--- src/rtl/game_pkg.sv ---
// Shared screen-state encoding for the game sequencer and the overlay stages that decode state_out.
package game_pkg;

   localparam int ST_W = 2;

   localparam logic [ST_W-1:0] ST_START   = 2'b00;
   localparam logic [ST_W-1:0] ST_PLAY    = 2'b01;
   localparam logic [ST_W-1:0] ST_OVER    = 2'b10;
   localparam logic [ST_W-1:0] ST_ILLEGAL = 2'b11;

   typedef enum logic [ST_W-1:0] {
      S_START   = ST_START,
      S_PLAY    = ST_PLAY,
      S_OVER    = ST_OVER,
      S_ILLEGAL = ST_ILLEGAL
   } state_t;

endpackage

--- src/rtl/edge_det.sv ---
// 1-bit rising-edge detector; the delay register resets to RST_VAL so a level
// already high at reset release can be kept from counting as an edge.
module edge_det #(
   parameter logic RST_VAL = 1'b0
) (
   input  logic clk,
   input  logic rst,
   input  logic d,
   output logic rise
);

   logic d_q;

   always_ff @(posedge clk or posedge rst) begin
      if (rst) d_q <= RST_VAL;
      else     d_q <= d;
   end

   assign rise = d & ~d_q;

endmodule

--- src/rtl/game_state_ctrl.sv ---
// Screen sequencer START -> PLAY -> OVER, switching only on vblnk rising edges.
// Build option: define AUTO_RESTART_EN to leave OVER automatically after OVER_TIMEOUT frames.
module game_state_ctrl
   import game_pkg::*;
#(
   parameter int OVER_HOLD_FRAMES = 60,
   parameter int OVER_TIMEOUT     = 600,
   parameter int FCNT_W           = 10
) (
   input  logic            clk,
   input  logic            rst,
   input  logic            btn_start,
   input  logic            collision,
   input  logic            vblnk_in,
   output logic            start_en,
   output logic            game_en,
   output logic            over_en,
   output logic            game_rst,
   output logic [ST_W-1:0] state_out
);

   localparam int FCNT_NEED = (OVER_HOLD_FRAMES > OVER_TIMEOUT) ? OVER_HOLD_FRAMES : OVER_TIMEOUT;
   localparam logic [FCNT_W-1:0] HOLD_N = FCNT_W'(OVER_HOLD_FRAMES);

   if (FCNT_W < $clog2(FCNT_NEED + 1)) begin : g_fcnt_w_chk
      $error("game_state_ctrl: FCNT_W too narrow for OVER_HOLD_FRAMES/OVER_TIMEOUT");
   end

   state_t            state;
   state_t            state_nxt;
   logic              frame_tick;
   logic              btn_edge;
   logic              req_go;
   logic              req_die;
   logic              go;
   logic              die;
   logic              hold_ok;
   logic              timeout_hit;
   logic [FCNT_W-1:0] fcnt;

   edge_det #(.RST_VAL(1'b1)) u_vblnk_edge (
      .clk  (clk),
      .rst  (rst),
      .d    (vblnk_in),
      .rise (frame_tick)
   );

   edge_det #(.RST_VAL(1'b0)) u_btn_edge (
      .clk  (clk),
      .rst  (rst),
      .d    (btn_start),
      .rise (btn_edge)
   );

   // Requests include an event arriving on the tick cycle itself, so nothing is lost between frames.
   always_comb begin
      go      = req_go | btn_edge;
      die     = req_die | (collision & (state == S_PLAY));
      hold_ok = (fcnt >= HOLD_N);
`ifdef AUTO_RESTART_EN
      timeout_hit = (fcnt == FCNT_W'(OVER_TIMEOUT - 1));
`else
      timeout_hit = 1'b0;
`endif
      state_nxt = state;
      case (state)
         S_START: if (frame_tick && go)  state_nxt = S_PLAY;
         S_PLAY:  if (frame_tick && die) state_nxt = S_OVER;
         S_OVER:  if (frame_tick && ((go && hold_ok) || timeout_hit)) state_nxt = S_START;
         default: state_nxt = S_START;
      endcase
   end

   always_ff @(posedge clk or posedge rst) begin
      if (rst) begin
         state    <= S_START;
         start_en <= 1'b1;
         game_en  <= 1'b0;
         over_en  <= 1'b0;
         game_rst <= 1'b0;
         req_go   <= 1'b0;
         req_die  <= 1'b0;
         fcnt     <= '0;
      end else begin
         state    <= state_nxt;
         start_en <= (state_nxt == S_START);
         game_en  <= (state_nxt == S_PLAY);
         over_en  <= (state_nxt == S_OVER);
         game_rst <= (state == S_START) && (state_nxt == S_PLAY);

         if (frame_tick || (state_nxt != state)) begin
            req_go  <= 1'b0;
            req_die <= 1'b0;
         end else begin
            req_go  <= go;
            req_die <= die;
         end

         // Counter is zero on entry to OVER and saturates rather than wrapping.
         if (state != S_OVER)
            fcnt <= '0;
         else if (frame_tick && (fcnt != '1))
            fcnt <= fcnt + 1'b1;
      end
   end

   assign state_out = state;

endmodule

--- config.mk ---
export PLATFORM = sky130hd
export DESIGN_NAME = game_state_ctrl
export DESIGN_NICKNAME = d
export VERILOG_FILES = /design/src/rtl/game_pkg.sv /design/src/rtl/edge_det.sv /design/src/rtl/game_state_ctrl.sv
export SDC_FILE = /design/constraint.sdc
export NUM_CORES = 1
export LEC_CHECK = 0
export CAP_MARGIN = 10
export CELL_PAD_IN_SITES_DETAIL_PLACEMENT = 2
export CELL_PAD_IN_SITES_GLOBAL_PLACEMENT = 2
export CORE_MARGIN = 2
export CORE_UTILIZATION = 37
export CTS_CLUSTER_SIZE = 28
export DETAILED_ROUTE_END_ITERATION = 12
export PLACE_DENSITY = 0.88
export SLEW_MARGIN = 0
export SYNTH_ARGS = -nofsm -noshare
export SYNTH_HDL_FRONTEND = slang
export SYNTH_SLANG_ARGS = --single-unit
--- constraint.sdc ---
create_clock -name clk -period 3.2 [get_ports clk]
set_input_delay 0.64 -clock clk [delete_from_list [all_inputs] [get_ports clk]]
set_output_delay 0.64 -clock clk [all_outputs]
set_load 0.1 [all_outputs]
After elaboration in Yosys (flattened, before gate mapping)
Index checks and enable logic that the tools add are counted.
- order comparisons: 1
- bitwise logic cells: 7
- mux-type cells: 8
- add/sub/neg operators: 1
- eq/ne operators: 7
- reductions and logical operators: 10
- operator list (cell ; number):
    2-to-1 mux 10 bit ; 2
    adder 10 x 1 -> 10 bit, second input constant ; 1
    >= comparator 10 x 6 -> 1 bit, second input constant ; 1
    inequality test 10 bit, second input constant ; 1
    logical AND 1 bit ; 6
    2-to-1 mux 2 bit ; 3
    one-hot mux 2 bit (3 select lines) ; 1
    equality test 2 x 1 -> 1 bit, second input constant ; 2
    equality test 2 bit, second input constant ; 2
    zero test 2 bit ; 2
    AND 1 bit ; 3
    2-to-1 mux 1 bit ; 2
    inequality test 2 bit ; 1
    inequality test 2 bit, second input constant ; 1
    inverter 1 bit ; 2
    bitwise OR 1 bit ; 2
    nonzero test 2 bit ; 1
    logical OR 1 bit ; 1
- logic and storage cells: 44
- bits of input ports: 5
- output and inout bits: 6
- bits in registers: 20

Logic depth before layout (Yosys ltp)
- word-level depth: 10
- mapped depth: 6
- mapped depth without buffers: 5

Hierarchy
From an unflattened synthesis, not the netlist that was laid out.
- cell total of the unflattened synthesis: 101
- area total of the unflattened synthesis: 1011.0 um^2
- modules (own cells, without submodules) (module ; cells an instance ; seq. area each (um^2) ; times used ; area each (um^2)):
    game_state_ctrl ; 95 ; 451.7 ; 1 ; 924.6
    edge_det (u_vblnk_edge) ; 3 ; 26.3 ; 1 ; 43.8
    edge_det (u_btn_edge) ; 3 ; 25.0 ; 1 ; 42.5

Worst setup path after synthesis
OpenSTA, ideal clock, no wires.
- kind: in2reg
- start: input port vblnk_in
- end: register fcnt[5]
- stages on the path: 4
- arrival: 1642 ps
- setup slack: 1480 ps
- path buffers: 0
- setup time: 78 ps
- cell sequence: nor2b_1 -> nand4_1 -> or4_1 -> a21oi_1
- word-level cells in the longest chain between the ends: 3
- ends and longest elaborated chain (element ; line ; source):
    start, declared ; game_state_ctrl.sv:14 ; input logic vblnk_in,
    AND 1 bit ; edge_det.sv:19 ; assign rise = d & ~d_q;
    logical AND 1 bit ; game_state_ctrl.sv:102 ; else if (frame_tick && (fcnt != '1))
    nonzero test 2 bit (no source line) ; - ;
    end signal, assigned ; game_state_ctrl.sv:103 ; fcnt <= fcnt + 1'b1;
    end, declared ; game_state_ctrl.sv:39 ; logic [FCNT_W-1:0] fcnt;
Every way passes these cells.
A chain may end at the register's enable or synchronous reset.

Worst setup path in the final report
- start: input port vblnk_in
- end: register fcnt[7]
The elaborated chain is that of the path after synthesis.

==> results.toml <==
[run_status]
status = "completed"

[cts]
cts_max_level = 1
postCtsSetupRepairBufs = 0
cts_tree = "yes"
cts_buffers = 3
clock_path_buffers = 2
cts_hold_buf = 0
ctsResizeCount = 0
insertion_delay_ns = 0.29
clkSlewWorstSetupHoldPaths_ns = 0.11
cts.sinks = 20
ctsRootBufferMaster = "clkbuf_4"

[synthesis]
yosysMostFrequentCell = "dfrtp_1"
synth-seq-cells = 20
synth-warning-count = 0
synth_seq_area_share = 0.527
synth_common_cells = "dfrtp_1, a21oi_1, nor2_1"
synth_area_leaders = "dfrtp_1, dfstp_2, a21oi_1, xnor2_1, nor2_1"
netlist_area_um2 = 955
synth_top_cell_by_area = "dfrtp_1"
synth_edf_count = 0
synth_cells = 90
avgSynthCellArea_um2 = 10.6
synth_top_area_frac = 0.472
ys.flop_type = "dfrtp_1"
synth_nets = 97
synth.distinct_cells = 29
async_flop_share = 1.00

[pwr]
power.density_mw_per_mm2 = 776
leakage_nw = 0.437
ir_drop_mv = 0.544

[place]
globalplace.congestion = 0.744
io_buffer_count = 10
dp_hpwl_mm = 1.54

[finish]
final_util = 0.439
nNetsFinal = 109
nFillCells = 281
drive_gt1_frac = 0.119
areaGrowthSynthToFinish_pct = 12.8
diodes = 0

[sta]
tightestPinTransition_ns = 0.754
period_share = 0.688
finalSetupViolations = 0
hold_violations = 0
rsz0062_at_grt = "no"
setup_tns_ns = 0
finalMaxSlewViolations = 0
relSlewSlack = 0.496
fmax_mhz = 454
fin_crit_ns = 2.20
skew_ns = 0.00411

[drt]
detail_route.iter0.violations = 8
post_drt_wl_per_cell_um = 16.0
drc = 0
drt-pass1-iter-count = 4
routed_wirelength_mm = 2.09
final_antenna_net_count = 0
dr_total_vias = 727
viasPerCell = 5.55

[floorplan]
die_area_mm2 = 0.00300
start_util = 0.389
ioPinCount = 11
die_w_um = 54.8
die_h_um = 54.8
num_rows = 18
core-area_mm2 = 0.00245

[setup_path]
critPathTopFamily = "simple AND/OR/NAND/NOR gates"
crit_type = "in2reg"
r2r_slack_ns = 1.47
crit_path_cell_trace = "clkdlybuf4s50_1 > nor2b_1 > nand4_1 > or4_1 > a21oi_1"
max_stage_delay_ns = 0.57
cp-start-kind = "input pin"
critPathCaptureType = "flop"
arrival_ns = 2.42
required_ns = 3.42
cp_max_fo = 8
cp_slowest_cell = "or4_1"
critPathBufInv = 1

[global_routing]
grt_start_max_net_pins = 21
antenna_found_initial = 0
grt_overflow_total = 0
grt_pass1_vias = 792
grt_use_total = 0.178
grt_pass1_wl_mm = 3.78

[job]
maxCapViolations = 0

[worst_hold_path]
hp-class = "reg2reg"
-- area by class of cell --
cell class	instances	area, µm²	share of cell area
flip-flops and latches	20	503	0.467
multi-input cells	63	410	0.381
repair buffers	10	85.1	0.0790
well taps	30	37.5	0.0348
clock buffers	4	26.3	0.0244
inverters	4	15.0	0.0139
-- flip-flops by register name, indices dropped and copies added, names as in the netlist --
| register | flops |
|---|---|
| req_go | 1 |
| over_en | 1 |
| req_die | 1 |
| u_vblnk_edge.d_q | 1 |
| u_btn_edge.d_q | 1 |
| state_out | 2 |
| start_en | 1 |
| game_en | 1 |
| fcnt | 10 |
| game_rst | 1 |
-- worst register-to-register path: stages (launching register included) --
cell and delay [ns]:
dfrtp_1 0.45, and4_1 0.30, and3_4 0.23, or4_1 0.52, a21oi_1 0.16
-- metal layers --
metal	GRT usage	up-vias	share of wire
li1	-	353	-
met3	0.0246	2	0.027
met1	0.246	365	0.48
met4	0.0750	0	0.0091
met5	0	-	0
met2	0.278	7	0.48
-- path summary, 6_finish.rpt --
path                            startpoint      end  cells after the start
worst min register to register     req_die  req_die                      2
worst min-delay path               req_die  req_die                      2
min in group asynchronous              rst  fcnt[6]                      2
worst max register to register     fcnt[6]  fcnt[7]                      4
worst max-delay path              vblnk_in  fcnt[7]                      5
max in group asynchronous              rst  fcnt[4]                      2
-- report_power, final --
part	total, mW	internal, mW	leakage, nW	switching (mW)
sequential	0.337	0.301	0.262	0.0357
combinational	0.377	0.0762	0.160	0.301
clock	0.122	0.0485	0.0150	0.0735
total	0.836	0.426	0.437	0.410
-- cells by family (layout without fill, tap and decap cells) --
| group | Yosys count | after routing | synth area share |
|---|---|---|---|
| fa+ha+maj | 2 | 2 | 0.0262 |
| simple gates | 35 | 35 | 0.207 |
| compound gates | 21 | 21 | 0.149 |
| xor+xnor | 4 | 4 | 0.0367 |
| flops | 20 | 20 | 0.527 |
| buf+inv | 7 | 18 | 0.0432 |
| mux | 1 | 1 | 0.0105 |
-- layout by cell type, fill, tap and decap left out, types with 2 or more instances in the layout --
cell / Yosys / final
a211oi_1: 3 / 3
a21oi_1: 7 / 7
and4_1: 2 / 2
buf_4: 0 / 6
clkbuf_4: 0 / 3
clkdlybuf4s50_1: 0 / 4
dfrtp_1: 18 / 18
dfstp_2: 2 / 2
ha_1: 2 / 2
inv_1: 4 / 4
nand2_1: 5 / 5
nand2b_1: 2 / 2
nand4_1: 3 / 3
nor2_1: 7 / 7
nor2b_1: 3 / 3
nor3_1: 4 / 4
nor4_1: 2 / 2
o211a_1: 2 / 2
o21ai_0: 2 / 2
o2bb2ai_1: 2 / 2
o31ai_1: 3 / 3
or4_1: 3 / 3
xnor2_1: 4 / 4
-- stage by stage --
step                      instance area [µm²]  hold WS (ns)  std cells  power [mW]  worst slack [ns]
after floorplan                           955         0.463         90       0.638              1.48
after global placement                   1050         0.483        127       0.713             0.789
after detailed placement                 1050         0.497        127       0.724             0.681
after CTS                                1080         0.524        131       0.849             0.991
after global routing                     1080         0.577        131       0.878             0.833
final                                    1080         0.517        131       0.836             0.998
Note: power is estimated with default switching activity, not from simulation.
